===== config.mk =====
export PLATFORM = sky130hd
export DESIGN_NAME = sram_port_scheduler
export DESIGN_NICKNAME = d
export VERILOG_FILES = /design/src/rtl/sram_sched_pkg.sv /design/src/rtl/sync_fifo.sv /design/src/rtl/sram_port_scheduler.sv
export SDC_FILE = /design/constraint.sdc
export NUM_CORES = 1
export LEC_CHECK = 0
export CELL_PAD_IN_SITES_DETAIL_PLACEMENT = 0
export CELL_PAD_IN_SITES_GLOBAL_PLACEMENT = 1
export CORE_MARGIN = 4
export CORE_UTILIZATION = 44
export CTS_CLUSTER_DIAMETER = 30
export DETAILED_ROUTE_END_ITERATION = 8
export HOLD_SLACK_MARGIN = 0.02
export PLACE_DENSITY_LB_ADDON = 0.1
export SKIP_LAST_GASP = 1
export SYNTH_ARGS = -nofsm -noshare
export SYNTH_HDL_FRONTEND = slang
export SYNTH_SLANG_ARGS = --single-unit
export TNS_END_PERCENT = 50

===== constraint.sdc =====
create_clock -name clock -period 8.3 [get_ports clock]
set_input_delay 1.245 -clock clock [delete_from_list [all_inputs] [get_ports clock]]
set_output_delay 1.245 -clock clock [all_outputs]
set_load 0.005 [all_outputs]

===== src/rtl/sram_sched_pkg.sv =====
// ============================================================================
// Module   : sram_sched_pkg
// Purpose  : Shared constants, field layout and helpers for the SRAM port
//            scheduler (requester indices, word/address/mask widths, the
//            writer request bit layout and the round-robin pick function).
// Ports    : none (package)
// Revision : 1.0 - initial release
// ============================================================================
`default_nettype none

package sram_sched_pkg;

    // Field widths of the SRAM command interface
    localparam int ADDR_W   = 18;
    localparam int DATA_W   = 32;
    localparam int MASK_W   = 4;
    localparam int W_DIN_W  = MASK_W + ADDR_W + DATA_W;   // 54

    // Bit offsets inside a writer request word {mask, addr, data}
    localparam int DATA_LSB = 0;
    localparam int ADDR_LSB = DATA_LSB + DATA_W;          // 32
    localparam int MASK_LSB = ADDR_LSB + ADDR_W;          // 50

    // Requester indices used by the round-robin arbiter
    localparam int         NUM_REQ = 4;
    localparam logic [1:0] REQ_W0  = 2'd0;
    localparam logic [1:0] REQ_W1  = 2'd1;
    localparam logic [1:0] REQ_R0  = 2'd2;
    localparam logic [1:0] REQ_R1  = 2'd3;

    // Writer request as it arrives on wN_din
    typedef struct packed {
        logic [MASK_W-1:0] mask;
        logic [ADDR_W-1:0] addr;
        logic [DATA_W-1:0] data;
    } wr_req_t;

    // First eligible requester searching upward (mod 4) from ptr.
    // Returns ptr when nothing is eligible; callers qualify with |elig.
    function automatic logic [1:0] rr_pick(input logic [NUM_REQ-1:0] elig,
                                           input logic [1:0]         ptr);
        logic [1:0] idx;
        logic [1:0] pick;
        logic       found;
        pick  = ptr;
        found = 1'b0;
        for (int i = 0; i < NUM_REQ; i++) begin
            idx = ptr + 2'(i);
            if (!found && elig[idx]) begin
                pick  = idx;
                found = 1'b1;
            end
        end
        return pick;
    endfunction

endpackage

`default_nettype wire


===== src/rtl/sync_fifo.sv =====
// ============================================================================
// Module   : sync_fifo
// Purpose  : Single-clock FIFO with registered storage and a combinational
//            head. Push and pop may happen in the same cycle. A push while
//            full and a pop while empty are ignored.
// Ports    : clk, rst        - clock, synchronous active-high reset
//            push, push_data - write side
//            pop, pop_data   - read side (pop_data is the current head)
//            full, empty     - occupancy flags
// Params   : WIDTH - word width; DEPTH - entries (power of 2, >= 2)
// Revision : 1.0 - initial release
// ============================================================================
`default_nettype none

module sync_fifo #(
    parameter int WIDTH = 32,
    parameter int DEPTH = 4
) (
    input  logic             clk,
    input  logic             rst,
    input  logic             push,
    input  logic [WIDTH-1:0] push_data,
    input  logic             pop,
    output logic [WIDTH-1:0] pop_data,
    output logic             full,
    output logic             empty
);

    localparam int AW = $clog2(DEPTH);
    localparam int PW = AW + 1;   // extra wrap bit distinguishes full from empty

    logic [WIDTH-1:0] mem_q [DEPTH];
    logic [PW-1:0]    wr_ptr_q, wr_ptr_d;
    logic [PW-1:0]    rd_ptr_q, rd_ptr_d;
    logic             w_push_en;
    logic             w_pop_en;

    assign empty     = (wr_ptr_q == rd_ptr_q);
    assign full      = (wr_ptr_q[AW] != rd_ptr_q[AW]) &&
                       (wr_ptr_q[AW-1:0] == rd_ptr_q[AW-1:0]);
    assign w_push_en = push && !full;
    assign w_pop_en  = pop && !empty;
    assign pop_data  = mem_q[rd_ptr_q[AW-1:0]];

    always_comb begin
        wr_ptr_d = wr_ptr_q + PW'(w_push_en);
        rd_ptr_d = rd_ptr_q + PW'(w_pop_en);
    end

    always_ff @(posedge clk) begin
        if (rst) begin
            wr_ptr_q <= '0;
            rd_ptr_q <= '0;
        end else begin
            wr_ptr_q <= wr_ptr_d;
            rd_ptr_q <= rd_ptr_d;
        end
    end

    // Storage needs no reset: pointers define which entries are valid.
    always_ff @(posedge clk) begin
        if (w_push_en) begin
            mem_q[wr_ptr_q[AW-1:0]] <= push_data;
        end
    end

endmodule

`default_nettype wire


===== src/rtl/sram_port_scheduler.sv =====
// ============================================================================
// Module   : sram_port_scheduler
// Purpose  : Shares one SRAM command port between two writers and two
//            readers using round-robin arbitration (w0, w1, r0, r1). Read
//            returns arrive in order and are steered to per-reader return
//            FIFOs using a tag FIFO of reader ids. Per-reader credits keep
//            the return FIFOs from overflowing.
// Ports    : clock, reset                 - clock, sync active-high reset
//            wN_din_valid/wN_din/ready    - writer N {mask,addr,data}
//            rN_din_valid/rN_din/ready    - reader N address
//            rN_dout_valid/rN_dout/ready  - reader N return data
//            sram_addr_valid/sram_ready   - SRAM command handshake
//            sram_addr/data_in/write_mask - SRAM command (mask 0 = read)
//            sram_data_out(_valid)        - in-order read returns
//            err_orphan                   - sticky: return with no read
// Params   : RD_FIFO_DEPTH - per-reader return FIFO depth (power of 2)
//            TAG_DEPTH     - max in-flight reads (power of 2)
// Revision : 1.0 - initial release
// ============================================================================
`default_nettype none

module sram_port_scheduler
    import sram_sched_pkg::*;
#(
    parameter int RD_FIFO_DEPTH = 4,
    parameter int TAG_DEPTH     = 8
) (
    input  logic               clock,
    input  logic               reset,

    input  logic               w0_din_valid,
    input  logic [W_DIN_W-1:0] w0_din,
    output logic               w0_din_ready,
    input  logic               w1_din_valid,
    input  logic [W_DIN_W-1:0] w1_din,
    output logic               w1_din_ready,

    input  logic               r0_din_valid,
    input  logic [ADDR_W-1:0]  r0_din,
    output logic               r0_din_ready,
    input  logic               r1_din_valid,
    input  logic [ADDR_W-1:0]  r1_din,
    output logic               r1_din_ready,

    output logic               r0_dout_valid,
    output logic [DATA_W-1:0]  r0_dout,
    input  logic               r0_dout_ready,
    output logic               r1_dout_valid,
    output logic [DATA_W-1:0]  r1_dout,
    input  logic               r1_dout_ready,

    output logic               sram_addr_valid,
    input  logic               sram_ready,
    output logic [ADDR_W-1:0]  sram_addr,
    output logic [DATA_W-1:0]  sram_data_in,
    output logic [MASK_W-1:0]  sram_write_mask,
    input  logic [DATA_W-1:0]  sram_data_out,
    input  logic               sram_data_out_valid,

    output logic               err_orphan
);

    // Credit counts 0..RD_FIFO_DEPTH inclusive
    localparam int CRED_W = $clog2(RD_FIFO_DEPTH) + 1;

    // ------------------------------------------------------------------
    // Registered state
    // ------------------------------------------------------------------
    logic [1:0]                   ptr_q, ptr_d;
    logic [1:0][CRED_W-1:0]       credit_q, credit_d;
    logic                         err_orphan_q, err_orphan_d;

    // ------------------------------------------------------------------
    // Combinational signals
    // ------------------------------------------------------------------
    wr_req_t              w_wr0;
    wr_req_t              w_wr1;
    logic                 w_drop0;
    logic                 w_drop1;
    logic [NUM_REQ-1:0]   w_elig;
    logic                 w_any;
    logic [1:0]           w_grant;
    logic                 w_xfer;
    logic [1:0]           w_issue;     // read issued for reader n this cycle
    logic [1:0]           w_deq;       // word consumed by reader n this cycle

    logic                 w_tag_full;
    logic                 w_tag_empty;
    logic                 w_tag_head;
    logic                 w_tag_pop;
    logic                 w_ret0_push;
    logic                 w_ret1_push;
    logic                 w_ret0_empty;
    logic                 w_ret1_empty;
    logic                 w_ret0_full_unused;
    logic                 w_ret1_full_unused;

    assign w_wr0 = w0_din;
    assign w_wr1 = w1_din;

    // Zero-mask writes carry nothing; swallow them without arbitration.
    assign w_drop0 = w0_din_valid && (w_wr0.mask == '0);
    assign w_drop1 = w1_din_valid && (w_wr1.mask == '0);

    always_comb begin
        w_elig         = '0;
        w_elig[REQ_W0] = w0_din_valid && (w_wr0.mask != '0);
        w_elig[REQ_W1] = w1_din_valid && (w_wr1.mask != '0);
        w_elig[REQ_R0] = r0_din_valid && (credit_q[0] < CRED_W'(RD_FIFO_DEPTH))
                         && !w_tag_full;
        w_elig[REQ_R1] = r1_din_valid && (credit_q[1] < CRED_W'(RD_FIFO_DEPTH))
                         && !w_tag_full;
    end

    assign w_any   = |w_elig;
    assign w_grant = rr_pick(w_elig, ptr_q);
    assign w_xfer  = w_any && sram_ready;

    // ------------------------------------------------------------------
    // SRAM command mux
    // ------------------------------------------------------------------
    assign sram_addr_valid = w_any;

    always_comb begin
        sram_addr       = '0;
        sram_data_in    = '0;
        sram_write_mask = '0;
        if (w_any) begin
            case (w_grant)
                REQ_W0: begin
                    sram_addr       = w_wr0.addr;
                    sram_data_in    = w_wr0.data;
                    sram_write_mask = w_wr0.mask;
                end
                REQ_W1: begin
                    sram_addr       = w_wr1.addr;
                    sram_data_in    = w_wr1.data;
                    sram_write_mask = w_wr1.mask;
                end
                REQ_R0:  sram_addr = r0_din;
                default: sram_addr = r1_din;
            endcase
        end
    end

    // Only the grantee sees sram_ready; a dropped write is accepted alone.
    assign w0_din_ready = w_drop0 || (w_any && (w_grant == REQ_W0) && sram_ready);
    assign w1_din_ready = w_drop1 || (w_any && (w_grant == REQ_W1) && sram_ready);
    assign r0_din_ready = w_any && (w_grant == REQ_R0) && sram_ready;
    assign r1_din_ready = w_any && (w_grant == REQ_R1) && sram_ready;

    // ------------------------------------------------------------------
    // Pointer, credits, orphan flag
    // ------------------------------------------------------------------
    assign w_issue[0] = w_xfer && (w_grant == REQ_R0);
    assign w_issue[1] = w_xfer && (w_grant == REQ_R1);
    assign w_deq[0]   = r0_dout_valid && r0_dout_ready;
    assign w_deq[1]   = r1_dout_valid && r1_dout_ready;

    always_comb begin
        ptr_d = w_xfer ? (w_grant + 2'd1) : ptr_q;
    end

    // A return moves a word from "in flight" to "in FIFO", so it leaves
    // the credit alone; only issue and consumption change it.
    always_comb begin
        for (int n = 0; n < 2; n++) begin
            credit_d[n] = credit_q[n];
            if (w_issue[n] && !w_deq[n]) begin
                credit_d[n] = credit_q[n] + CRED_W'(1);
            end else if (!w_issue[n] && w_deq[n]) begin
                credit_d[n] = credit_q[n] - CRED_W'(1);
            end
        end
    end

    always_comb begin
        err_orphan_d = err_orphan_q || (sram_data_out_valid && w_tag_empty);
    end

    always_ff @(posedge clock) begin
        if (reset) begin
            ptr_q        <= '0;
            credit_q     <= '0;
            err_orphan_q <= 1'b0;
        end else begin
            ptr_q        <= ptr_d;
            credit_q     <= credit_d;
            err_orphan_q <= err_orphan_d;
        end
    end

    assign err_orphan = err_orphan_q;

    // ------------------------------------------------------------------
    // Tag FIFO: reader id of every outstanding read, in issue order
    // ------------------------------------------------------------------
    assign w_tag_pop = sram_data_out_valid && !w_tag_empty;

    sync_fifo #(
        .WIDTH (1),
        .DEPTH (TAG_DEPTH)
    ) u_tag_fifo (
        .clk       (clock),
        .rst       (reset),
        .push      (w_issue[0] || w_issue[1]),
        .push_data (w_issue[1]),
        .pop       (w_tag_pop),
        .pop_data  (w_tag_head),
        .full      (w_tag_full),
        .empty     (w_tag_empty)
    );

    // ------------------------------------------------------------------
    // Return FIFOs: returns land here and are visible the next cycle
    // ------------------------------------------------------------------
    assign w_ret0_push = w_tag_pop && !w_tag_head;
    assign w_ret1_push = w_tag_pop &&  w_tag_head;

    sync_fifo #(
        .WIDTH (DATA_W),
        .DEPTH (RD_FIFO_DEPTH)
    ) u_ret0_fifo (
        .clk       (clock),
        .rst       (reset),
        .push      (w_ret0_push),
        .push_data (sram_data_out),
        .pop       (w_deq[0]),
        .pop_data  (r0_dout),
        .full      (w_ret0_full_unused),
        .empty     (w_ret0_empty)
    );

    sync_fifo #(
        .WIDTH (DATA_W),
        .DEPTH (RD_FIFO_DEPTH)
    ) u_ret1_fifo (
        .clk       (clock),
        .rst       (reset),
        .push      (w_ret1_push),
        .push_data (sram_data_out),
        .pop       (w_deq[1]),
        .pop_data  (r1_dout),
        .full      (w_ret1_full_unused),
        .empty     (w_ret1_empty)
    );

    assign r0_dout_valid = !w_ret0_empty;
    assign r1_dout_valid = !w_ret1_empty;

endmodule

`default_nettype wire


==> impl_metrics.json <==
{
  "ant_nets": 0,
  "max_freq_ghz": 0.159,
  "totalWireLength_mm": 34.0,
  "hold_class": "flop to flop",
  "die_x_um": 175,
  "whs_ns": 0.473,
  "syn_nets": 924,
  "clockRootBuffer": "clkbuf_16",
  "fillCellCount": 2015,
  "synthCells": 717,
  "layout-drive-gt1-share": 0.160,
  "synthAdderAreaFrac": 0.0226,
  "worst_pin_slew_ns": 1.17,
  "cts_resized": 0,
  "hp-start": "credit_q[2]",
  "setup_slack_ns": 2.03,
  "worstSetupPathType": "input port to primary output",
  "area_growth_pct": 40.3,
  "cts_setup_buffers": 0,
  "critical-path-top-delay-family": "compound AO/OA/AOI/OAI gates",
  "min_path_cells": 2,
  "path_cells": "clkdlybuf4s50_1 > o41ai_4 > nand2_1 > a211o_1 > a32oi_1 > ha_1 > a222oi_1 > nor2_1 > a21oi_1 > nor2_1 > clkdlybuf4s50_1",
  "place.gp.congestion": 0.878,
  "period_share": 0.756,
  "core-area_sq_um": 27200,
  "r2r-end": "credit_q[2]",
  "hold_viol": 0,
  "synth_compound_area_frac": 0.0643,
  "fin_worst_skew_ns": 0.0193,
  "ys_seq_area_frac": 0.693,
  "timing.rr.start": "u_tag_fifo.wr_ptr_q[2]",
  "globalRoute.totalOverflow": 0,
  "row_count": 60,
  "crit_path_top_delay_cell": "ha_1",
  "crit_buf_inv": 2,
  "cap_violations": 0,
  "grt_pass1_wl_mm": 49.7,
  "maxSlewHeadroom": 0.221,
  "cpPeakStageDelay_ns": 0.76,
  "holdPathEnd": "credit_q[2]",
  "tns_ns": 0,
  "syn_avg_cell_area_sq_um": 17.1,
  "final_max_slew_viol_count": 0,
  "cts_tree": "yes",
  "portBuffers": 311,
  "grt_pass1_vias": 7945,
  "drc": 0,
  "layout.nets": 1247,
  "cp-start-kind": "input port",
  "first_pass_iters": 6,
  "status": "completed",
  "vias": 7731,
  "ys_seq_elements": 293,
  "multi_input_area_sq_um": 3550,
  "p_per_area_nw_per_um2": 301,
  "finalSetupViolations": 0,
  "synth_xor_area_frac": 0.0157,
  "muxShareOfSynthArea": 0.124,
  "synthDistinctLibCells": 47,
  "reg2regPathDepth": 12,
  "hpwl_mm": 23.5,
  "synth_top_family_by_area": "multiplexers",
  "synthSimpleGateAreaFrac": 0.0586,
  "io_pins": 312,
  "cts.sinks": 293,
  "die_y_um": 175,
  "worstSkewPairLatency_ns": 0.52,
  "wl_per_cell_um": 23.5,
  "antenna_found_initial": 6,
  "dp_cells": 1368,
  "reg2reg_slack_ns": 4.52,
  "finalNonFillerCells": 1449,
  "crit_fanout": 21,
  "arrival_ns": 5.03,
  "critPathRequiredTime_ns": 7.05,
  "synth_warnings": 0,
  "cts_buffers": 42,
  "ctsLongestPathBuffers": 3,
  "ir_worst_vdd_v": 0.000241,
  "drtIter0Drc": 627,
  "cts-hold-fix-buffers": 0,
  "start_util": 0.452,
  "viasPerCell": 5.34,
  "track_usage": 0.216,
  "post-route-min-period_ns": 6.27,
  "grt_max_degree": 56,
  "end_kind": "primary output",
  "clkTransAtPathRegs_ns": 0.05,
  "pre_cts_ws_ns": 2.04,
  "die_area_sq_um": 30700,
  "leakage_nw": 5.89,
  "rsz0062_at_grt": "no",
  "synth.cell_area_sq_um": 12300,
  "h-tree-depth": 2,
  "register_area_sq_um": 8510
}
-- kinds of logic (layout without fill, tap and decap cells) --
kind of cell	after synthesis	count (layout)
AO/OA/AOI/OAI	98	98
XOR/XNOR	22	22
adder cells (fa/ha/maj)	21	21
buffers and inverters	57	413
flip-flops	293	293
multiplexers	70	70
other	0	4
AND/OR/NAND/NOR	156	156
-- cell usage after synthesis, drive strengths merged --
cell / count / area (sq um)
and3: 1 / 6.26
nand3: 4 / 20.0
o2111a: 1 / 11.3
a21bo: 1 / 10.0
o41ai: 2 / 55.1
a222oi: 18 / 180
nor4: 2 / 12.5
fa: 2 / 40.0
a32oi: 1 / 8.76
a211o: 2 / 17.5
and2: 5 / 31.3
buf: 20 / 130
or2: 2 / 12.5
a22oi: 36 / 270
dfxtp: 29 / 581
o221ai: 1 / 8.76
o32ai: 1 / 16.3
a21oi: 24 / 131
o31ai: 1 / 7.51
clkbuf: 24 / 90.1
o21ai: 6 / 30.0
or3: 4 / 25.0
xnor2: 9 / 78.8
o2bb2ai: 1 / 15.0
xor2: 13 / 114
a22o: 2 / 17.5
nand2b: 7 / 43.8
o211a: 1 / 10.0
nand4: 1 / 12.5
nor3: 7 / 35.0
nor3b: 3 / 22.5
nor2b: 13 / 81.3
inv: 13 / 48.8
nand2: 9 / 36.3
mux2i: 4 / 40.0
nor2: 96 / 360
nand4b: 1 / 8.76
and4: 1 / 11.3
ha: 19 / 238
edfxtp: 264 / 7930
mux4: 66 / 1490
-- flip-flops by register name, summed over array words and instances, names as in the netlist, 4 cells and up --
name / flops
u_ret1_fifo.mem_q: 128
u_tag_fifo.wr_ptr_q: 4
u_ret0_fifo.mem_q: 128
u_tag_fifo.rd_ptr_q: 4
u_tag_fifo.mem_q: 8
credit_q: 6
-- final cells by class --
type | instances | area share
Antenna cell | 4 | 0.000581
Clock buffer | 46 | 0.0637
Clock inverter | 31 | 0.0203
Inverter | 13 | 0.00283
Multi-Input combinational cell | 367 | 0.206
Sequential cell | 293 | 0.494
Tap cell | 372 | 0.0270
Timing Repair Buffer | 323 | 0.186
-- worst min-delay path: cells and delay by family (launching register included) --
| family | cells | cell delay, ns |
|---|---|---|
| AO/OA/AOI/OAI | 2 | 0.12 |
| flip-flops | 1 | 0.30 |
-- where the power goes --
part	internal (mW)	total, mW	switching, mW
combinational	0.902	1.62	0.720
sequential	1.72	1.78	0.0657
clock	1.15	1.79	0.638
-- routing by layer --
layer | global-route usage | wire [um] | share of wire | vias to the layer above
li1 | - | - | - | 3526
met2 | 0.378 | 17600 | 0.52 | 306
met5 | 0 | 11 | 0.00032 | -
met4 | 0.0792 | 907 | 0.027 | 2
met1 | 0.252 | 12700 | 0.37 | 3842
met3 | 0.0653 | 2750 | 0.081 | 55
-- placed cells by master, fill, tap and decap left out, types with 3 or more instances in the layout --
cell type	count
clkinvlp_4	3
inv_1	12
diode_2	4
a22oi_1	36
edfxtp_1	264
a222oi_1	18
or3_1	4
inv_6	6
mux4_2	66
bufinv_16	6
a21oi_1	23
buf_4	12
and2_1	5
o21ai_0	6
nor2_1	96
mux2i_1	4
clkinv_4	4
dfxtp_1	25
nand2b_1	7
nand2_1	8
nand3_1	4
clkdlybuf4s50_1	311
clkinv_1	6
nor2b_1	13
clkbuf_16	43
nor3_2	5
dfxtp_2	4
clkinv_2	5
xnor2_1	9
xor2_1	13
ha_1	17
-- worst max path at each step --
stage               slack [ns]            end        from  depth (start not counted)
global route              1.70   sram_addr[3]  w1_din[52]                         12
CTS                       2.04   sram_addr[3]  w1_din[52]                         11
detailed placement        2.04   sram_addr[3]  w1_din[52]                         11
finish                    2.03   sram_addr[3]  w1_din[52]                         11
global placement          2.07   sram_addr[1]  w1_din[52]                         10
floorplan                 3.55  sram_addr[16]  w1_din[52]                         12
-- metrics by stage --
| stage | total power [mW] | instance area, sq um | util |
|---|---|---|---|
| floorplan | 2.60 | 12300 | - |
| global placement | 3.45 | 15800 | 0.581 |
| detailed placement | 3.45 | 15800 | 0.581 |
| CTS | 5.25 | 17200 | 0.634 |
| global route | 5.46 | 17200 | 0.634 |
| finish | 5.19 | 17200 | 0.634 |
(Power assumes the default switching activity.)
